### src/rtl/multiword_adder_ctrl_if.sv
// Operand/result bundle for the multi-word add/subtract sequencer.
// The master side issues operations; the slave side is the sequencer.
interface multiword_adder_ctrl_if #(
  parameter int NUM_WORDS = 4
);
  localparam int W = 16 * NUM_WORDS;

  logic         start;
  logic         sub;
  logic         cin;
  logic [W-1:0] a;
  logic [W-1:0] b;
  logic [W-1:0] sum;
  logic         cout;
  logic         overflow;
  logic         busy;
  logic         done;

  modport master (
    output start, sub, cin, a, b,
    input  sum, cout, overflow, busy, done
  );

  modport slave (
    input  start, sub, cin, a, b,
    output sum, cout, overflow, busy, done
  );
endinterface

### src/rtl/multiword_adder_ctrl.sv
// Wide add/subtract built from one 16-bit slice reused once per word,
// least-significant word first, with the carry held in a register.
module multiword_adder_ctrl #(
  parameter int NUM_WORDS = 4
) (
  input logic                   clk,
  input logic                   rst_n,
  multiword_adder_ctrl_if.slave bus
);
  localparam int W     = 16 * NUM_WORDS;
  localparam int IDX_W = $clog2(NUM_WORDS);
  localparam logic [IDX_W-1:0] LAST_IDX = IDX_W'(NUM_WORDS - 1);

  typedef enum logic [1:0] {
    IDLE = 2'd0,
    RUN  = 2'd1,
    DONE = 2'd2
  } state_t;

  state_t           state_r;
  logic [W-1:0]     a_sh_r;
  logic [W-1:0]     b_sh_r;
  logic [W-1:0]     res_sh_r;
  logic             carry_r;
  logic [IDX_W-1:0] idx_r;
  logic [W-1:0]     sum_r;
  logic             cout_r;
  logic             ovf_r;
  logic             busy_r;
  logic             done_r;

  logic [16:0]      slice_s;
  logic [W-1:0]     res_next_s;

  // Shared 16-bit slice and the result word shifted in from the top
  always_comb begin
    slice_s    = {1'b0, a_sh_r[15:0]} + {1'b0, b_sh_r[15:0]} + {16'h0000, carry_r};
    res_next_s = {slice_s[15:0], res_sh_r[W-1:16]};
  end

  // Sequencer: capture on start, one word per edge, publish on the last word
  always_ff @(posedge clk or negedge rst_n) begin
    if (!rst_n) begin
      state_r  <= IDLE;
      a_sh_r   <= '0;
      b_sh_r   <= '0;
      res_sh_r <= '0;
      carry_r  <= 1'b0;
      idx_r    <= '0;
      sum_r    <= '0;
      cout_r   <= 1'b0;
      ovf_r    <= 1'b0;
      busy_r   <= 1'b0;
      done_r   <= 1'b0;
    end else begin
      case (state_r)
        IDLE, DONE: begin
          done_r <= 1'b0;
          if (bus.start) begin
            // Subtract is A + ~B + 1; the +1 rides in on the carry register
            a_sh_r  <= bus.a;
            b_sh_r  <= bus.sub ? ~bus.b : bus.b;
            carry_r <= bus.sub ? 1'b1 : bus.cin;
            idx_r   <= '0;
            busy_r  <= 1'b1;
            state_r <= RUN;
          end else begin
            busy_r  <= 1'b0;
            state_r <= IDLE;
          end
        end
        RUN: begin
          a_sh_r   <= {16'h0000, a_sh_r[W-1:16]};
          b_sh_r   <= {16'h0000, b_sh_r[W-1:16]};
          res_sh_r <= res_next_s;
          carry_r  <= slice_s[16];
          idx_r    <= idx_r + IDX_W'(1);
          if (idx_r == LAST_IDX) begin
            // The top word of each operand sits in the low slot right now
            sum_r   <= res_next_s;
            cout_r  <= slice_s[16];
            ovf_r   <= (a_sh_r[15] == b_sh_r[15]) && (slice_s[15] != a_sh_r[15]);
            busy_r  <= 1'b0;
            done_r  <= 1'b1;
            state_r <= DONE;
          end else begin
            busy_r  <= 1'b1;
            done_r  <= 1'b0;
            state_r <= RUN;
          end
        end
        default: begin
          busy_r  <= 1'b0;
          done_r  <= 1'b0;
          state_r <= IDLE;
        end
      endcase
    end
  end

  assign bus.sum      = sum_r;
  assign bus.cout     = cout_r;
  assign bus.overflow = ovf_r;
  assign bus.busy     = busy_r;
  assign bus.done     = done_r;
endmodule

### src/flat_wrapper.sv
// flat-port wrapper written by rule: the top's interface ports become plain ports
module multiword_adder_ctrl_flat 
#(
  parameter int NUM_WORDS = 4
)
  (clk, rst_n, bus_start, bus_sub, bus_cin, bus_a, bus_b, bus_sum, bus_cout, bus_overflow, bus_busy, bus_done);
  multiword_adder_ctrl_if #(.NUM_WORDS(NUM_WORDS)) bus_i ();
  input logic clk;
  input logic rst_n;
  input wire logic [$bits(bus_i.start)-1:0] bus_start;
  input wire logic [$bits(bus_i.sub)-1:0] bus_sub;
  input wire logic [$bits(bus_i.cin)-1:0] bus_cin;
  input wire logic [$bits(bus_i.a)-1:0] bus_a;
  input wire logic [$bits(bus_i.b)-1:0] bus_b;
  output wire logic [$bits(bus_i.sum)-1:0] bus_sum;
  output wire logic [$bits(bus_i.cout)-1:0] bus_cout;
  output wire logic [$bits(bus_i.overflow)-1:0] bus_overflow;
  output wire logic [$bits(bus_i.busy)-1:0] bus_busy;
  output wire logic [$bits(bus_i.done)-1:0] bus_done;
  assign bus_i.start = bus_start;
  assign bus_i.sub = bus_sub;
  assign bus_i.cin = bus_cin;
  assign bus_i.a = bus_a;
  assign bus_i.b = bus_b;
  assign bus_sum = bus_i.sum;
  assign bus_cout = bus_i.cout;
  assign bus_overflow = bus_i.overflow;
  assign bus_busy = bus_i.busy;
  assign bus_done = bus_i.done;
  multiword_adder_ctrl #(.NUM_WORDS(NUM_WORDS)) u_core (.clk(clk), .rst_n(rst_n), .bus(bus_i));
endmodule
### config.mk
export PLATFORM = sky130hd
export DESIGN_NAME = multiword_adder_ctrl_flat
export DESIGN_NICKNAME = d
export VERILOG_FILES = /design/src/rtl/multiword_adder_ctrl_if.sv /design/src/rtl/multiword_adder_ctrl.sv /design/src/flat_wrapper.sv
export SDC_FILE = /design/constraint.sdc
export NUM_CORES = 1
export LEC_CHECK = 0
export ABC_AREA = 1
export CAP_MARGIN = 20
export CORE_ASPECT_RATIO = 0.9
export CORE_UTILIZATION = 57
export CTS_CLUSTER_DIAMETER = 30
export CTS_CLUSTER_SIZE = 28
export DETAILED_ROUTE_END_ITERATION = 8
export PLACE_DENSITY = 0.94
export RECOVER_POWER = 50
export SETUP_SLACK_MARGIN = 0.2
export SYNTH_ARGS = -nofsm -noshare
export SYNTH_HDL_FRONTEND = slang
export SYNTH_SLANG_ARGS = --single-unit
### constraint.sdc
create_clock -name clk -period 4.5 [get_ports clk]
set_input_delay 0.9 -clock clk [delete_from_list [all_inputs] [get_ports clk]]
set_output_delay 0.9 -clock clk [all_outputs]
set_load 0.1 [all_outputs]
==> metrics.txt, run 1 <==
status=complete, but fails checks; failing checks=max-capacitance violations, max-slew violations; Setup-failing EPs final=0; Inst Count DP=roughly 1.7k; Max Freq=319.5 MHz; slowest stage delay, CP=between 2000 and 2500 ps; CTS root buffer=clkbuf_16; Worst EP required=4450 ps; Pwr Density=949.4 mW/mm^2; total die area=0.02017 sq mm; CP max stage cell=clkbuf_2; fin crit share=between 60 and 70%; post-layout minimum cycle time=3130 ps; critical path buffer and inverter count=1; clock share of power=24.9%; vias in the first global route=9913; fraction of layout cells with a size suffix above 1=6.339%; Max H-tree Level=2; Core Area=between 0.015 and 0.02 sq mm; Layout area overhead=32.37%; drt drc=0; starting DRC count in detailed routing=811; first-pass GRT wire length=49150 um; sw frac=46.86%; distinct cell type count after synthesis=31; worst min path class=flip-flop to flip-flop; setup bufs post-CTS=0; pin count of the biggest net entering global routing=about 130; port bufs=200; Crit path arrival time=3080 ps; non-filler cells in the finished layout=approximately 1.7k; synthesized cell area=0.01118 sq mm; worst slew pin tran=3044 ps; Clock Latency Late Sink=540 ps; Comb power frac=46.9%; Final Net Count=1600; setup TNS=0 ps; Startpoint Class=primary input; CP cell instances=clkbuf_2; Top delay family on crit path=buffers and inverters; Reg clk slew, reported paths=50 ps; grt ovf=0; crit end category=asynchronous set/reset pin; syn avg cell area=8.849 sq um; total power=between 10 and 15 mW; Worst Skew=41.20 ps; Slew Viols, Final=185; starting density of the core=approximately three fifths; P_int=between 7 and 8 mW; Post-CTS Resized=0; crit path from=rst_n; initial antenna violation count=0; RSZ-0062 raised after global routing=no; Lkg Pwr=around 7.0 nW; syn_nets=1414; # hold bufs at CTS=0; Longest Clk Path Bufs=3; WS Path Type=primary input to asynchronous set/reset pin; Via density=5.676; Die Height=134.8 um; Post-DRT Antenna Nets=0; Ys Warns=0; final core area utilization=76.97%; Post-Route WL=just over 30000 um; CTS tree=yes; Max Cap Violations=2; Ant. Diodes=0; hpwl dp=19240 um; Hold WS=472.3 ps; Num CTS Buffers=43; Ports=201; worst r2r src=u_core.state_r[0]; RePlAce Congestion=slightly below 0.9; Relative slew margins=-102.9%; Seq/Total Area, Yosys=55.53%; GRT Total Usage=a little under a third; hold wc startpoint=u_core.res_sh_r[20]; average wire per standard cell=between 15 and 20 um; Yosys reg bits=248; Die W=149.6 um; Pre-antenna DRT Iters=5; clk sinks=248; Sw Pwr=6.582 mW; DR vias=9836; Core Rows=48; worst ir drop on vdd=0.5190 mV; Cells after Synth=approximately 1.3k; worst-path maximum fanout=124; final hold vios=0; share of power burned in registers=between 20% and 30%
[routing by layer]
layer	part of all wire, %	up-vias	global-route usage, %
met5	0	-	0
met4	3.8	0	13.38
met3	8.4	108	6.318
met2	49	535	51.77
met1	39	4741	40.28
li1	-	4452	-
[worst min-delay path: cells and delay by family, from the launching register on]
family	cells	cell delay [ps]
and+or+nand+nor	2	100
DFF	1	340
[Yosys cell counts (all sizes together)]
cell type | instances | area [sq um]
o21ai | 83 | 415.4
nand3 | 85 | 435.4
a21oi | 14 | 70.07
nand3b | 1 | 7.510
buf | 54 | 301.5
dfrtp | 248 | 6206
a211oi | 1 | 7.510
clkbuf | 17 | 63.81
nor2 | 16 | 67.56
o221ai | 25 | 219.0
xor2 | 2 | 17.52
inv | 85 | 319.1
and2 | 1 | 6.260
nand4 | 2 | 12.51
fa | 2 | 40.04
a22o | 16 | 140.1
or2 | 2 | 12.52
xnor2 | 62 | 543.0
o211ai | 20 | 150.1
nor3 | 2 | 10.01
o22ai | 7 | 43.79
nand2 | 502 | 1887
ha | 16 | 200.2
[area by class of cell]
class                           instances  area, sq um
Sequential cell                       248         6206
Fill cell                            1174         4425
Multi-Input combinational cell        859         4285
Timing Repair Buffer                  212         2093
Clock buffer                           57         1220
Clock inverter                         22        355.3
Inverter                               85        320.3
Tap cell                              250        312.8
[placed cells by master (no fill, tap or decap), types with 2 or more instances in the layout]
cell	count
inv_1	81
inv_6	3
o21ai_0	56
clkbuf_8	7
o21ai_1	27
bufinv_16	8
inv_2	2
xor2_1	2
xnor2_1	62
nor3_1	2
clkbuf_1	7
nand3_2	2
clkdlybuf4s50_1	198
nand2_1	500
buf_4	11
ha_1	16
a22o_1	16
clkbuf_16	44
nand3_1	83
a21oi_1	14
nand4_1	2
nor2_1	16
dfrtp_1	248
fa_1	2
o22ai_1	7
o211ai_1	20
clkinv_4	3
clkinvlp_4	2
clkinv_2	5
o221ai_1	25
[flip-flops by register name, indices dropped and copies added (netlist names)]
| signal | count |
|---|---|
| u_core.a_sh_r | 64 |
| u_core.b_sh_r | 64 |
| u_core.bus.sum | 64 |
| u_core.res_sh_r | 48 |
| u_core.idx_r | 2 |
| u_core.state_r | 2 |
| u_core.bus.cout | 1 |
| u_core.bus.done | 1 |
| u_core.bus.overflow | 1 |
| u_core.carry_r | 1 |
[cells by family (layout without fill, tap and decap cells)]
family,after synthesis,after routing,synth area share (%)
AND/OR/NAND/NOR,611,611,21.82
AO/OA/AOI/OAI,166,166,9.360
adder cells (fa/ha/maj),18,18,2.150
flip-flops,248,248,55.53
buffers and inverters,156,376,6.124
XOR/XNOR,64,64,5.016
[metrics by stage]
| step | instance area (sq um) | setup slack, ps |
|---|---|---|
| after floorplan | 11180 | 2427 |
| after global placement | 13240 | 1291 |
| after detailed placement | 13240 | 1282 |
| after CTS | 14810 | 1513 |
| after global routing | 14790 | 778.0 |
| final | 14790 | 1370 |
[final timing paths]
path / end / slack (ps) / depth (start not counted)
setup / recovery: u_core.b_sh_r[22] / 1370 / 1
hold / removal: u_core.bus.sum[4] / 470 / 2
setup reg to reg: u_core.res_sh_r[31] / 1490 / 5
hold reg to reg: u_core.bus.sum[4] / 470 / 2
max in group clk: u_core.res_sh_r[31] / 1490 / 5
min in group asynchronous: u_core.bus.sum[23] / 1350 / 1
[power by group through the flow]
stage          Combinational, mW  Clock (mW)  Sequential, mW
3_3_place_gp                6.28           0            3.88
4_1_cts                     6.59        3.52            3.93
5_1_grt                     7.12        3.62            4.03
3_5_place_dp                6.47           0            3.92
2_1_floorplan               2.93           0            5.79
6_report                    6.59        3.50            3.96
Power figures use the tool's default switching activity.
==> run 2: changes to the inputs <==
--- a/config.mk
+++ b/config.mk
@@ -8,11 +8,11 @@
 export ABC_AREA = 1
 export CAP_MARGIN = 20
 export CORE_ASPECT_RATIO = 0.9
-export CORE_UTILIZATION = 57
+export CORE_UTILIZATION = 48
 export CTS_CLUSTER_DIAMETER = 30
 export CTS_CLUSTER_SIZE = 28
 export DETAILED_ROUTE_END_ITERATION = 8
-export PLACE_DENSITY = 0.94
+export PLACE_DENSITY = 0.85
 export RECOVER_POWER = 50
 export SETUP_SLACK_MARGIN = 0.2
 export SYNTH_ARGS = -nofsm -noshare
==> constraint.sdc (replaced) <==
create_clock -name clk -period 2.5 [get_ports clk]
set_input_delay 0.5 -clock clk [delete_from_list [all_inputs] [get_ports clk]]
set_output_delay 0.5 -clock clk [all_outputs]
set_load 0.1 [all_outputs]
==> metrics.txt, run 2 (same netlist as run 1, synthesis figures left out) <==
worst-path maximum fanout=19 (was 124); final hold vios=0 (unchanged); most common cell after layout, fill and taps aside=nand2_1 (unchanged); hpwl dp=19750 um (was 19240 um); average wire per standard cell=16.63 um (was 17.57 um); Clock Latency Late Sink=540 ps (about the same); Ports=201 (unchanged); Crit path arrival time=2570 ps (was 3080 ps); CTS tree=yes (unchanged); final worst setup slack=265.7 ps (was 1370 ps); Longest Clk Path Bufs=3 (unchanged); RSZ-0062 raised after global routing=no (unchanged); starting density of the core=49.36% (was 58.15%); most frequent cells in the layout=501 x nand2_1, 248 x dfrtp_1, 130 x clkdlybuf4s50_1 (was 500 x nand2_1, 248 x dfrtp_1, 198 x clkdlybuf4s50_1); pre-CTS WS=224.6 ps (was 1282 ps); worst slew pin tran=1688 ps (was 3044 ps); total power=24.96 mW (was 14.04 mW); Top delay family on crit path=buffers and inverters (unchanged); Worst Skew=32.23 ps (was 41.20 ps); Die W=162.8 um (was 149.6 um); Post-Route WL=29740 um (was 30450 um); GRT Total Usage=25.47% (was 31.34%); setup TNS=0 ps (unchanged); worst ir drop on vdd=1.579 mV (was 0.5190 mV); total die area=0.02390 sq mm (was 0.02017 sq mm); Setup-failing EPs final=0 (unchanged); starting DRC count in detailed routing=832 (was 811); port bufs=200 (unchanged); Slew Viols, Final=66 (was 185); vias in the first global route=9382 (was 9913); CP cell instances=inv_1 -> nor2_1 -> clkinv_1 -> nand2_1 -> clkbuf_1 -> o221ai_1 (was clkbuf_2); Startpoint Class=flip-flop (was primary input); design area=0.01481 sq mm (was 0.01479 sq mm); worst r2r src=u_core.state_r[0] (unchanged); crit end category=flip-flop (was asynchronous set/reset pin); critical path buffer and inverter count=3 (was 1); Max Cap Violations=1 (was 2); Core Area=0.02264 sq mm (was 0.01922 sq mm); Lkg Pwr=7.158 nW (was 7.026 nW); Fill cells=1760 (was 1174); post-layout minimum cycle time=2234 ps; Final Net Count=1607 (was 1600); grt ovf=0 (unchanged); Reg clk slew, reported paths=50 ps (about the same); CTS root buffer=clkbuf_16 (unchanged); DR vias=9515 (was 9836); slowest stage delay, CP=830 ps (was 2070 ps); Max Freq=447.6 MHz; worst min path class=flip-flop to flip-flop (unchanged); first-pass GRT wire length=47910 um (was 49150 um); Layout area overhead=32.56% (was 32.37%); Post-DRT Antenna Nets=0 (unchanged); Pwr Density=1685 mW/mm^2 (was 949.4 mW/mm^2); Max H-tree Level=2 (unchanged); Num CTS Buffers=45 (was 43); WS Path Type=flip-flop to flip-flop (was primary input to asynchronous set/reset pin); status=complete, but fails checks (unchanged); hold wc startpoint=u_core.res_sh_r[18] (was u_core.res_sh_r[20]); Cell Area, Placed=0.01326 sq mm (was 0.01324 sq mm); Die Height=146.8 um (was 134.8 um); clk sinks=248 (unchanged); Pre-antenna DRT Iters=6 (was 5); RePlAce Congestion=0.8611 (was 0.8664); initial antenna violation count=0 (unchanged); Ant. Diodes=0 (unchanged); crit path from=u_core.state_r[0] (was rst_n); Core Rows=52 (was 48); Via density=5.322 (was 5.676); drt drc=0 (unchanged); failing checks=max-capacitance violations, max-slew violations (unchanged); Worst EP required=2840 ps (was 4450 ps); Relative slew margins=-12.51% (was -102.9%); setup bufs post-CTS=0 (unchanged); CP max stage cell=clkbuf_1 (was clkbuf_2); fraction of layout cells with a size suffix above 1=11.47% (was 6.339%); fin crit share=89.37%; pin count of the biggest net entering global routing=136 (was 125)
run 2: cell count changes in the layout (fill, tap and decap cells not counted), sizes merged:
cell           previous run  this run
bufinv                    8         3
clkinv                   10         7
buf                      12        83
inv                      87        91
dlygate4sd3               0         1
clkdlybuf4s50           198       130
clkbuf                   59        65
clkinvlp                  2         4
run 2: worst register-to-register path, cell delays in order (launching register included):
cell      delay [ps]
dfrtp_1          350
inv_1             70
nor2_1           270
clkinv_1         140
nand2_1          120
clkbuf_1         830
o221ai_1         270
run 2: path summary, 6_finish.rpt:
kind                                       end  slack (ps)  depth (start not counted)
max                          u_core.b_sh_r[36]         270                          6
min                          u_core.bus.sum[2]         470                          2
max reg2reg                  u_core.b_sh_r[36]         270                          6
min reg2reg                  u_core.bus.sum[2]         470                          2
max in group asynchronous     u_core.a_sh_r[9]         410                          3
min in group asynchronous  u_core.res_sh_r[40]         970                          2
run 2: stage by stage:
step	hold WS, ps	std cells	util [%]
after CTS	471.2	1788	65.56
final	473.3	1788	65.43
after detailed placement	459.9	1705	58.55
after floorplan	204.4	1263	-
after global placement	451.3	1705	58.55
after global routing	497.8	1788	65.43
run 2: routing by layer:
metal	global-route usage [%]	routed length, um
met3	4.912	2264
met2	40.17	14150
met1	34.78	12410
met5	0	0
met4	9.953	917
run 2: what timing repair did:
action,CTS,global route
hold buffers,1,0
gates resized for setup,0,2
endpoints found under the setup margin,0,14
endpoints found under the hold margin,65,0
run 2: area by class of cell:
type | count | area [sq um] | share of cell area (%)
inverter | 85 | 320.3 | 2.162
clock buffer | 62 | 1321 | 8.919
timing repair buffer | 217 | 2058 | 13.89
multi-input combinational | 859 | 4283 | 28.91
tap | 297 | 371.6 | 2.508
sequential | 248 | 6206 | 41.89
clock inverter | 20 | 254.0 | 1.715
run 2: where the power goes:
| group | internal [mW] | total (mW) | switching (mW) |
|---|---|---|---|
| combinational | 3.16 | 11.7 | 8.59 |
| sequential | 5.92 | 7.07 | 1.16 |
| clock | 4.05 | 6.14 | 2.09 |
